`src/rtl/mult_pkg.sv`:
```
// mult_pkg: shared multiplier state encoding, width and ALU codops for the mulH/mulL reads.
package mult_pkg;
    typedef enum logic [1:0] {IDLE, RUN, FIX, DONE} mult_state_t;
    localparam int MULT_WIDTH = 16;
    localparam logic [3:0] ALU_MULH = 4'd13;
    localparam logic [3:0] ALU_MULL = 4'd14;
endpackage

```
`src/rtl/mult_seq.sv`:
```
// mult_seq: radix-2 shift-add multiplier with sign correction, holding the last product on mulH/mulL.
module mult_seq
    import mult_pkg::*;
#(
    parameter int WIDTH = MULT_WIDTH
) (
    input  logic             clk,
    input  logic             rst_n,
    input  logic             start,
    input  logic             signed_op,
    input  logic [WIDTH-1:0] operando1,
    input  logic [WIDTH-1:0] operando2,
    output logic             busy,
    output logic             done,
    output logic [WIDTH-1:0] mulH,
    output logic [WIDTH-1:0] mulL
);
    localparam int CW = $clog2(WIDTH);

    function automatic logic [2*WIDTH-1:0] cneg(input logic n, input logic [2*WIDTH-1:0] v);
        return n ? -v : v;
    endfunction

    mult_state_t      state;
    logic [CW-1:0]    cnt;
    logic [WIDTH-1:0] mcand, acc_hi, acc_lo;
    logic             neg;
    logic             n1, n2;
    logic [WIDTH-1:0] mag1, mag2, unused_hi1, unused_hi2;
    logic [WIDTH:0]   sum;

    assign n1 = signed_op & operando1[WIDTH-1];
    assign n2 = signed_op & operando2[WIDTH-1];
    // 0x8000 negates to itself, which is the correct unsigned magnitude
    assign {unused_hi1, mag1} = cneg(n1, {{WIDTH{1'b0}}, operando1});
    assign {unused_hi2, mag2} = cneg(n2, {{WIDTH{1'b0}}, operando2});
    assign sum = acc_lo[0] ? {1'b0, acc_hi} + {1'b0, mcand} : {1'b0, acc_hi};

    always_ff @(posedge clk or negedge rst_n) begin
        if (!rst_n) begin
            state  <= IDLE;
            cnt    <= '0;
            acc_hi <= '0;
            acc_lo <= '0;
            mcand  <= '0;
            neg    <= 1'b0;
            busy   <= 1'b0;
            done   <= 1'b0;
            mulH   <= '0;
            mulL   <= '0;
        end else begin
            case (state)
                IDLE: if (start) begin
                    mcand  <= mag1;
                    acc_lo <= mag2;
                    acc_hi <= '0;
                    neg    <= n1 ^ n2;
                    cnt    <= '0;
                    busy   <= 1'b1;
                    state  <= RUN;
                end
                RUN: begin
                    // acc_lo doubles as the multiplier shift register
                    {acc_hi, acc_lo} <= {sum, acc_lo[WIDTH-1:1]};
                    cnt   <= cnt + 1'b1;
                    state <= (cnt == CW'(WIDTH - 1)) ? FIX : RUN;
                end
                FIX: begin
                    {mulH, mulL} <= cneg(neg, {acc_hi, acc_lo});
                    busy  <= 1'b0;
                    done  <= 1'b1;
                    state <= DONE;
                end
                default: begin
                    done  <= 1'b0;
                    state <= IDLE;
                end
            endcase
        end
    end
endmodule

```
`config.mk`:
```
export PLATFORM = sky130hd
export DESIGN_NAME = mult_seq
export DESIGN_NICKNAME = d
export VERILOG_FILES = /design/src/rtl/mult_pkg.sv /design/src/rtl/mult_seq.sv
export SDC_FILE = /design/constraint.sdc
export NUM_CORES = 1
export LEC_CHECK = 0
export ABC_CLOCK_PERIOD_IN_PS = 6100
export BUFFER_PORTS_ARGS = -buffer_cell sky130_fd_sc_hd__buf_2
export CORE_MARGIN = 2
export CORE_UTILIZATION = 38
export DETAILED_ROUTE_END_ITERATION = 8
export GPL_TIMING_DRIVEN = 0
export PLACE_DENSITY = 0.6
export SYNTH_ARGS = -nofsm -noshare
export SYNTH_HDL_FRONTEND = slang
export SYNTH_SLANG_ARGS = --single-unit
```
`constraint.sdc`:
```
create_clock -name clk -period 6.1 [get_ports clk]
set_clock_uncertainty 0.2 [all_clocks]
set_input_delay 1.22 -clock clk [delete_from_list [all_inputs] [get_ports clk]]
set_output_delay 1.22 -clock clk [all_outputs]
set_load 0.02 [all_outputs]
```
=== Word-level counts from Yosys, hierarchy flattened ===
Index checks and enable logic that the tools add are counted.
Widths: inputs -> output; s select.

* Input bits: 36
* Output and inout port bits: 34
* Logic and storage cells: 45
* Bits in registers: 89

* Equality and inequality tests: 4
* Multiplexer cells: 16
* Add/sub/neg operators: 5
* Bitwise operators: 3
* Reduce and logical (&&, ||, !) cells: 7

{| class="wikitable"
|+ Operators by type and width
! operator !! number
|-
| $mux 16 || 4
|-
| $pmux 16 s2 || 2
|-
| $mux 32 || 1
|-
| $neg 16->16 || 2
|-
| $neg 32->32 || 1
|-
| $add 16x16->17 || 1
|-
| $mux 17 || 1
|-
| $pmux 4 s2 || 1
|-
| $pmux 2 s3 || 1
|-
| $reduce_and 2->1 || 3
|-
| $add 4x1->4 const B || 1
|-
| $eq 4x4->1 const B || 1
|-
| $mux 2 || 2
|-
| $mux 4 || 1
|-
| $pmux 1 s2 || 2
|-
| $reduce_bool 2->1 || 2
|-
| $and 1x1->1 || 2
|-
| $eq 2x1->1 const B || 1
|-
| $eq 2x2->1 const B || 1
|-
| $logic_not 2->1 || 1
|-
| $ne 2x2->1 const B || 1
|-
| $reduce_or 2->1 || 1
|-
| $mux 1 || 1
|-
| $xor 1x1->1 || 1
|}

=== Depth between registers and ports, before layout ===
Gate-level depths: netlist of run 1.

* Word-level depth: 4
* Gate-level depth with buffers: 9
* Gate-level depth less buffers: 9

=== Least setup slack after synthesis of run 1 ===
Ideal clock, no wire load.

* Path kind: register -> register
* From: register acc_lo[15]
* To: register mulH[15]
* Data arrival time: 2.452 ns
* Setup slack: 3.317 ns
* Required time: 5.769 ns
* Clock period less this slack: 2.783 ns
* Stages on the path, launching flop included: 7
* Path buffers: 0
* Library setup time: 0.131 ns
* Cell sequence: dfrtp_1 -> or4_4 -> or4_4 -> or4_4 -> o41ai_4 -> xor2_1 -> o21ai_1

* Longest elaborated chain between the ends: 2

{| class="wikitable"
|+ Ends and longest elaborated chain
! item !! line !! source
|-
| from (decl) || mult_seq.sv:26 || <nowiki>logic [WIDTH-1:0] mcand, acc_hi, acc_lo;</nowiki>
|-
| from (signal assigned) || mult_seq.sv:55 || <nowiki>acc_lo <= mag2;</nowiki>
|-
| from (signal assigned) || mult_seq.sv:64 || <nowiki>{acc_hi, acc_lo} <= {sum, acc_lo[WIDTH-1:1]};</nowiki>
|-
| $neg 32->32 || mult_seq.sv:21 || <nowiki>return n ? -v : v;</nowiki>
|-
| $mux 32 || mult_seq.sv:21 ||
|-
| to (signal assigned) || mult_seq.sv:69 || <nowiki>{mulH, mulL} <= cneg(neg, {acc_hi, acc_lo});</nowiki>
|-
| to (decl) || mult_seq.sv:15 || <nowiki>output logic [WIDTH-1:0] mulH,</nowiki>
|}

Every way passes these cells.
A chain may end at the register's enable or synchronous reset.

=== Final worst setup path of run 1 ===
* From: register acc_lo[0]
* To: register mulH[4]

Same word-level chain as after synthesis.

==> results of run 1 <==
cell families after synthesis:
| group | Yosys count | synth area share (%) |
|---|---|---|
| flip-flops | 89 | 40.78 |
| AND/OR/NAND/NOR | 199 | 16.84 |
| AO/OA/AOI/OAI | 201 | 22.66 |
| multiplexers | 8 | 1.489 |
| buffers and inverters | 44 | 3.024 |
| adder cells (fa/ha/maj) | 21 | 4.948 |
| XOR/XNOR | 64 | 10.26 |
registers in the layout (all words and copies together), names as in the netlist:
signal and flops:
acc_hi 16, acc_lo 16, busy 1, cnt 4, done 1, mcand 16, mulH 16, mulL 16
neg 1, state 2
worst max-delay path, stage by stage (launching register included):
cell and delay, ns:
dfrtp_1 0.38, clkbuf_1 0.26, inv_1 0.31, ha_1 0.25, nand4_1 0.21, or3b_2 0.57, o31ai_1 0.31, xnor2_1 0.10
mux2_2 0.26
where the power goes:
part | switching [mW] | leakage, nW | internal (mW) | total, mW
registers | 0.284 | 1.10 | 0.840 | 1.12
clock network | 0.221 | 0.144 | 0.328 | 0.549
logic | 1.02 | 1.57 | 0.667 | 1.68
layout by cell type, fill, tap and decap left out, types with 10 or more instances in the layout:
cell type  instances
inv_1             15
nor2_1            43
ha_1              20
o31ai_1           13
clkbuf_1          30
nand2_1           90
xor2_1            34
xnor2_1           30
buf_2             68
a21oi_1           31
dfrtp_1           89
o21ai_0           92
a22oi_1           18
nor3_1            10
worst max path at each step:
stage,slack (ns),cells past startpoint,startpoint,end
after floorplan,3.32,6,acc_lo[15]$_DFFE_PN0P_,mulH[15]$_DFFE_PN0P_
after global placement,2.82,1,rst_n,mulL[5]$_DFFE_PN0P_
after detailed placement,2.87,7,operando1[4],mcand[13]$_DFFE_PN0P_
after CTS,3.11,8,acc_lo[0]$_DFFE_PN0P_,mulH[4]$_DFFE_PN0P_
after global routing,2.95,8,acc_lo[0]$_DFFE_PN0P_,mulH[4]$_DFFE_PN0P_
final,3.14,8,acc_lo[0]$_DFFE_PN0P_,mulH[4]$_DFFE_PN0P_
stage by stage:
stage | instance area (um^2) | hold WS, ns
3_5_place_dp | 6055 | 0.2700
2_1_floorplan | 5461 | 0.2436
5_1_grt | 6345 | 0.2912
3_3_place_gp | 6032 | 0.2612
4_1_cts | 6345 | 0.2836
6_report | 6345 | 0.2729
per-layer routing:
layer / global-route usage [%] / part of all wire [%] / routed length (um)
met5: 0 / 0 / 0
met3: 2.747 / 5.3 / 785
met2: 32.66 / 46 / 6724
met4: 5.185 / 1.5 / 220
met1: 29.03 / 48 / 7040
area by class of cell:
type	instances	area [um^2]
inverter	15	56.30
multi-input combinational	493	3069
clock buffer	13	250.2
fill	1421	7590
buffer	29	108.9
tap	180	225.2
sequential	89	2227
timing repair buffer	70	367.9
clock inverter	3	40.04
==> summary.md, run 1 <==
| Metric | Value |
|---|---|
| Status | finished clean |
| Number of distinct library cells after synthesis | 53 |
| Num ports | 70 |
| Post-synth EDFFs | 0 |
| Synthesized cell area | 0.005461 mm^2 |
| Worst Path Required | 6.13 ns |
| Slew HR | 41.25% |
| Flops & latches, synth | 89 |
| Die Footprint | 0.01535 mm^2 |
| Initial drt markers | 342 |
| Type of destination of the critical path | flop |
| Starting Density | 39.19% |
| Crit path max fanout | 10 |
| Pleak | 2.808 nW |
| GRT overflow | 0 |
| Post-Layout Cell Count | 892 |
| Die Y | 123.9 um |
| Syn_nets | 683 |
| Synth top area share | 40.78% |
| Reg2reg path depth | 8 |
| Antenna-violating nets left | 0 |
| Final setup violation count | 0 |
| Kind of critical path | reg2reg |
| Num rows | 43 |
| Routed wire per std cell | 16.56 um |
| Worst-margin pin slew | 0.8780 ns |
| Via density | 5.463 |
| Routability cong. | 0.8098 |
| Reg2reg setup slack | 3.14 ns |
| Warnings, synthesis | 0 |
| Total chip power | 3.356 mW |
| Power density cells | 529.0 mW/mm^2 |
| Core ar. | 0.01393 mm^2 |
| Die Width | 123.9 um |
| Initial antenna violation count | 0 |
| Drt total wl | 14.77 mm |
| Hold Crit Depth | 2 |
| PortBufs | 69 |
| Diode count | 0 |
| PostCTS Resize Cnt | 0 |
| Largest net degree at the start of global routing | 48 |
| Synth area leaders | dfrtp_1, o21ai_0, nand2_1 |
| Number of global-route vias before repair | 4653 |
| List of most frequent post-synthesis cells | o21ai_0, nand2_1, dfrtp_1, nor2_1, xor2_1 |
| Pre-antenna DRT Iters | 7 |
| Post-DP HPWL | 11.71 mm |
| Layout Nets | 764 |
| CTS Buffer Depth | 2 |
| CTS tree | built |
| # DRC | 0 |
| First-pass GRT wire length | 24.05 mm |
| Setup TNS | 0 ns |
| Tot GR Track Use | 20.36% |
| # H-tree levels | 3 |
| Final Hold Fails | 0 |
| Clk_lat worst skew | 0.34 ns |
| Share of cells above drive strength 1 | 13.34% |
| Post-CTS setup buffer count | 0 |
| Cells after Synth | 626 |
| Worst EP arrival | 2.98 ns |
| Pre-CTS WS | 2.868 ns |
| Cell taking the most area after synthesis | dfrtp_1 |
| RSZ-0062 raised after global routing | no |
| Final Max Slew Viols | 0 |
| Peak supply drop | 0.0001567 V |
| HP Start | mulH[6]$_DFFE_PN0P_ |
| DP Cell Count | 876 |
| Asr flop ratio synth | 100.0% |
| Clock slew at reported path FFs | 0.06 ns |
| Worst r2r src | acc_lo[0]$_DFFE_PN0P_ |
| Final worst-path cycle share | 48.48% |
| Highest clock rate | 0.3382 GHz |
| Layout area overhead | 16.17% |
| Hold Path End | mulH[6]$_DFFE_PN0P_ |
| R2R Path End | mulH[4]$_DFFE_PN0P_ |
| Via Count | 4873 |
| Final Util | 45.53% |
| Setup crit start kind | flop |
| Most common cell in the netlist | o21ai_0 |
| Setup ws final | 3.143 ns |
| Sequential area share after synthesis | 40.78% |
| Post-layout min period | 2.957 ns |
| Syn Area/Cell | 8.724 um^2 |
| Inserted Clock Buffers | 9 |
| Post-synth top flop | dfrtp_1 |
| CTS sink count | 89 |
| Hold Crit Class | reg2reg |
| CTS Root Cell | clkbuf_16 |
| Cts hold-fix bufs | 0 |
| Max-cap violations | 0 |
Power figures use the tool's default switching activity.
==> run 2, diff against run 1 <==
Settings changed: ABC_AREA from default to 1, ABC_CLOCK_PERIOD_IN_PS 6100 to 2400, PLACE_DENSITY 0.6 to 0.62.
Clock period 6.1 ns to 2.4 ns, I/O delays scaled along.
==> run 2 against run 1 <==
Effect of this change: synthesized area grew 13%; maximum frequency rose by 36%; first-iteration DRC count increased by 37%; global-route usage decreased by 0.37 points; critical endpoint is now acc_hi[13]$_DFFE_PN0P_; largest cell class unchanged; largest power group unchanged.
==> summary.md, run 2 <==
| Metric | Value |
|---|---|
| Worst EP arrival | 2.21 ns (was 2.98 ns) |
| Die Y | 131.6 um (was 123.9 um) |
| Pleak | 3.667 nW (was 2.808 nW) |
| Kind of critical path | reg2reg (unchanged) |
| Initial drt markers | 467 (was 342) |
| Crit path max fanout | 5 (was 10) |
| Switching share of power | 50.37% (was 45.35%) |
| Largest net degree at the start of global routing | 52 (was 48) |
| P_sw | 5.141 mW (was 1.522 mW) |
| Commonest non-fill, non-tap cell in the layout | nand2_1 (was o21ai_0) |
| Syn_nets | 966 (was 683) |
| Inserted Clock Buffers | 9 (unchanged) |
| Post-synth EDFFs | 0 (unchanged) |
| Core ar. | 0.01589 mm^2 (was 0.01393 mm^2) |
| Synth area leaders | dfrtp_1, nand2_1, nand3_1 (was dfrtp_1, o21ai_0, nand2_1) |
| Slowest cell on crit path | dfrtp_2 (was or3b_2) |
| Routed wire per std cell | 13.94 um (was 16.56 um) |
| Warnings, synthesis | 0 (unchanged) |
| Max-cap violations | 0 (unchanged) |
| Routability cong. | 0.9301 (was 0.8098) |
| Logic pwr share | 57.8% (was 50.1%) |
| Worst path cell trace | ha_1 > inv_1 > fa_1 > inv_1 > nand3_1 > nand2_1 > nand2_1 > nand2_2 > nand2_1 > nand3_1 > nand3_1 > nand2_1 > nand2_1 (was clkbuf_1 > inv_1 > ha_1 > nand4_1 > or3b_2 > o31ai_1 > xnor2_1 > mux2_2) |
| Top cell by count, worst path | nand2_1 |
| Filler cell count | 1760 (was 1421) |
| Via Count | 5974 (was 4873) |
| # DRC | 0 (unchanged) |
| Final worst-path cycle share | 90.41% (was 48.48%) |
| CTS Buffer Depth | 2 (unchanged) |
| Setup TNS | 0 ns (unchanged) |
| Share of cells above drive strength 1 | 12.98% (was 13.34%) |
| Die Footprint | 0.01732 mm^2 (was 0.01535 mm^2) |
| Slew HR | 49.90% (was 41.25%) |
| Antenna-violating nets left | 0 (unchanged) |
| Via density | 4.937 (was 5.463) |
| GRT overflow | 0 (unchanged) |
| Clk_lat worst skew | 0.35 ns (was 0.34 ns) |
| Diode count | 0 (unchanged) |
| Tot GR Track Use | 20.00% (was 20.36%) |
| Number of global-route vias before repair | 5549 (was 4653) |
| RSZ-0062 raised after global routing | no (unchanged) |
| Final instance area | 0.007131 mm^2 (was 0.006345 mm^2) |
| Worst Path Required | 2.44 ns (was 6.13 ns) |
| Drt total wl | 16.87 mm (was 14.77 mm) |
| Synth top area share | 35.99% (was 40.78%) |
| Starting Density | 38.96% (was 39.19%) |
| Number of distinct library cells after synthesis | 44 (was 53) |
| Type of destination of the critical path | flop (unchanged) |
| Status | finished clean (unchanged) |
| Largest stage delay, worst path | 0.41 ns (was 0.57 ns) |
| Worst-margin pin slew | 0.7515 ns (was 0.8780 ns) |
| Layout Nets | 1047 (was 764) |
| Post-layout min period | 2.170 ns (was 2.957 ns) |
| Most common cell in the netlist | nand2_1 (was o21ai_0) |
| Power density cells | 1431 mW/mm^2 (was 529.0 mW/mm^2) |
| Final Hold Fails | 0 (unchanged) |
| Hold Crit Class | in2reg (was reg2reg) |
| Num rows | 46 (was 43) |
| Highest clock rate | 0.4609 GHz (was 0.3382 GHz) |
| Sequential share of power | 28.6% (was 33.5%) |
| Final setup violation count | 0 (unchanged) |
| Cells after Synth | 909 (was 626) |
| CTS tree | built (unchanged) |
| Asr flop ratio synth | 100.0% (unchanged) |
| Clock slew at reported path FFs | 0.06 ns (about the same) |
| Reg2reg setup slack | 0.23 ns (was 3.14 ns) |
| Cell taking the most area after synthesis | dfrtp_1 (unchanged) |
| Share of power burned in the clock network | 13.7% (was 16.4%) |
| Layout area overhead | 15.22% (was 16.17%) |
| Pint | 5.065 mW (was 1.834 mW) |
| List of most frequent post-synthesis cells | nand2_1, inv_1, dfrtp_1, nand3_1 (was o21ai_0, nand2_1, dfrtp_1, nor2_1, xor2_1) |
| First-pass GRT wire length | 28.07 mm (was 24.05 mm) |
| Post-DP HPWL | 13.44 mm (was 11.71 mm) |
| Placed inst area | 0.006834 mm^2 (was 0.006055 mm^2) |
| Most frequent cells in the layout | nand2_1, inv_1, dfrtp_1 (was o21ai_0, nand2_1, dfrtp_1) |
| Post-synth top flop | dfrtp_1 (unchanged) |
| PortBufs | 69 (unchanged) |
| Peak supply drop | 0.0006793 V (was 0.0001567 V) |
| # H-tree levels | 3 (unchanged) |
| Flops & latches, synth | 89 (unchanged) |
| Pre-antenna DRT Iters | 7 (unchanged) |
| Final Max Slew Viols | 0 (unchanged) |
| Syn Area/Cell | 6.808 um^2 (was 8.724 um^2) |
| Synthesized cell area | 0.006188 mm^2 (was 0.005461 mm^2) |
| Post-CTS setup buffer count | 0 (unchanged) |
| Num ports | 70 (unchanged) |
| CTS sink count | 89 (unchanged) |
| Die Width | 131.6 um (was 123.9 um) |
| Setup crit start kind | flop (unchanged) |
| Sequential area share after synthesis | 35.99% (was 40.78%) |
| CTS Root Cell | clkbuf_16 (unchanged) |
| Initial antenna violation count | 0 (unchanged) |
[run 2: timing repair]
action                     in CTS  in global routing
resized for setup               0                  2
hold buffers                    1                  0
hold endpoints to repair       38                  0
cloned                          0                  0
setup endpoints to repair       3                  3
[run 2: power by group through the flow]
stage,combinational (mW),sequential (mW),clock (mW)
4_1_cts,5.89,2.90,1.43
2_1_floorplan,4.08,3.06,0
3_3_place_gp,5.80,2.93,0
3_5_place_dp,5.86,2.92,0
6_report,5.90,2.92,1.39
5_1_grt,6.75,3.01,1.49
[run 2: per-layer routing]
layer | track usage [%] | vias up | wire [um]
met1 | 28.97 | 2690 | 8540
met2 | 29.73 | 160 | 7106
li1 | - | 3106 | -
met3 | 3.781 | 18 | 916
met4 | 6.944 | 0 | 307
met5 | 0 | - | 0
[run 2: layout make-up]
type                            instances  area (um^2)  share of cell area, %
Sequential cell                        89         2228                  31.25
Tap cell                              216        270.3                  3.790
Inverter                              106        397.9                  5.580
Multi-Input combinational cell        688         3442                  48.27
Clock buffer                           11        232.7                  3.264
Clock inverter                          4        53.80                 0.7545
Timing Repair Buffer                   71        385.4                  5.404
Buffer                                 25        120.1                  1.685
[run 2: cell families (layout without fill, tap and decap cells)]
logic type | Yosys count | after routing | synth area share (%)
adders and majority gates | 21 | 21 | 4.367
DFF | 89 | 89 | 35.99
and+or+nand+nor | 493 | 493 | 34.61
AOI/OAI and AO/OA | 149 | 149 | 13.06
xor gates and xnor gates | 25 | 25 | 3.538
buffers and inverters | 132 | 217 | 8.431
[run 2: path summary, 6_finish.rpt]
kind,startpoint,cells past startpoint,to
hold reg to reg,busy$_DFFE_PN0P_,2,busy$_DFFE_PN0P_
hold / removal,operando1[13],3,mcand[13]$_DFFE_PN0P_
min in group asynchronous,rst_n,2,acc_lo[5]$_DFFE_PN0P_
max in group asynchronous,rst_n,3,acc_hi[0]$_DFFE_PN0P_
setup reg to reg,acc_hi[0]$_DFFE_PN0P_,13,acc_hi[13]$_DFFE_PN0P_
setup / recovery,acc_hi[0]$_DFFE_PN0P_,13,acc_hi[13]$_DFFE_PN0P_
[run 2: metrics by stage]
stage | total power [mW] | hold WS [ns] | cells | setup slack, ns | util, %
6_report | 10.21 | 0.2058 | 1210 | 0.2302 | 44.89
2_1_floorplan | 7.140 | -0.01559 | 909 | 0.4335 | -
3_5_place_dp | 8.784 | 0.2605 | 1195 | -0.05033 | 43.02
5_1_grt | 11.26 | 0.2210 | 1210 | 0.005944 | 44.89
3_3_place_gp | 8.731 | 0.2541 | 1194 | -0.1993 | 42.83
4_1_cts | 10.22 | 0.1988 | 1210 | 0.1467 | 44.86
[run 2: critical path: cells and delay by family, from the launching register on]
family                   cells  cell delay [ns]
adder cells (fa/ha/maj)      2             0.54
AND/OR/NAND/NOR              9             0.76
flip-flops                   1             0.41
buffers and inverters        2             0.15
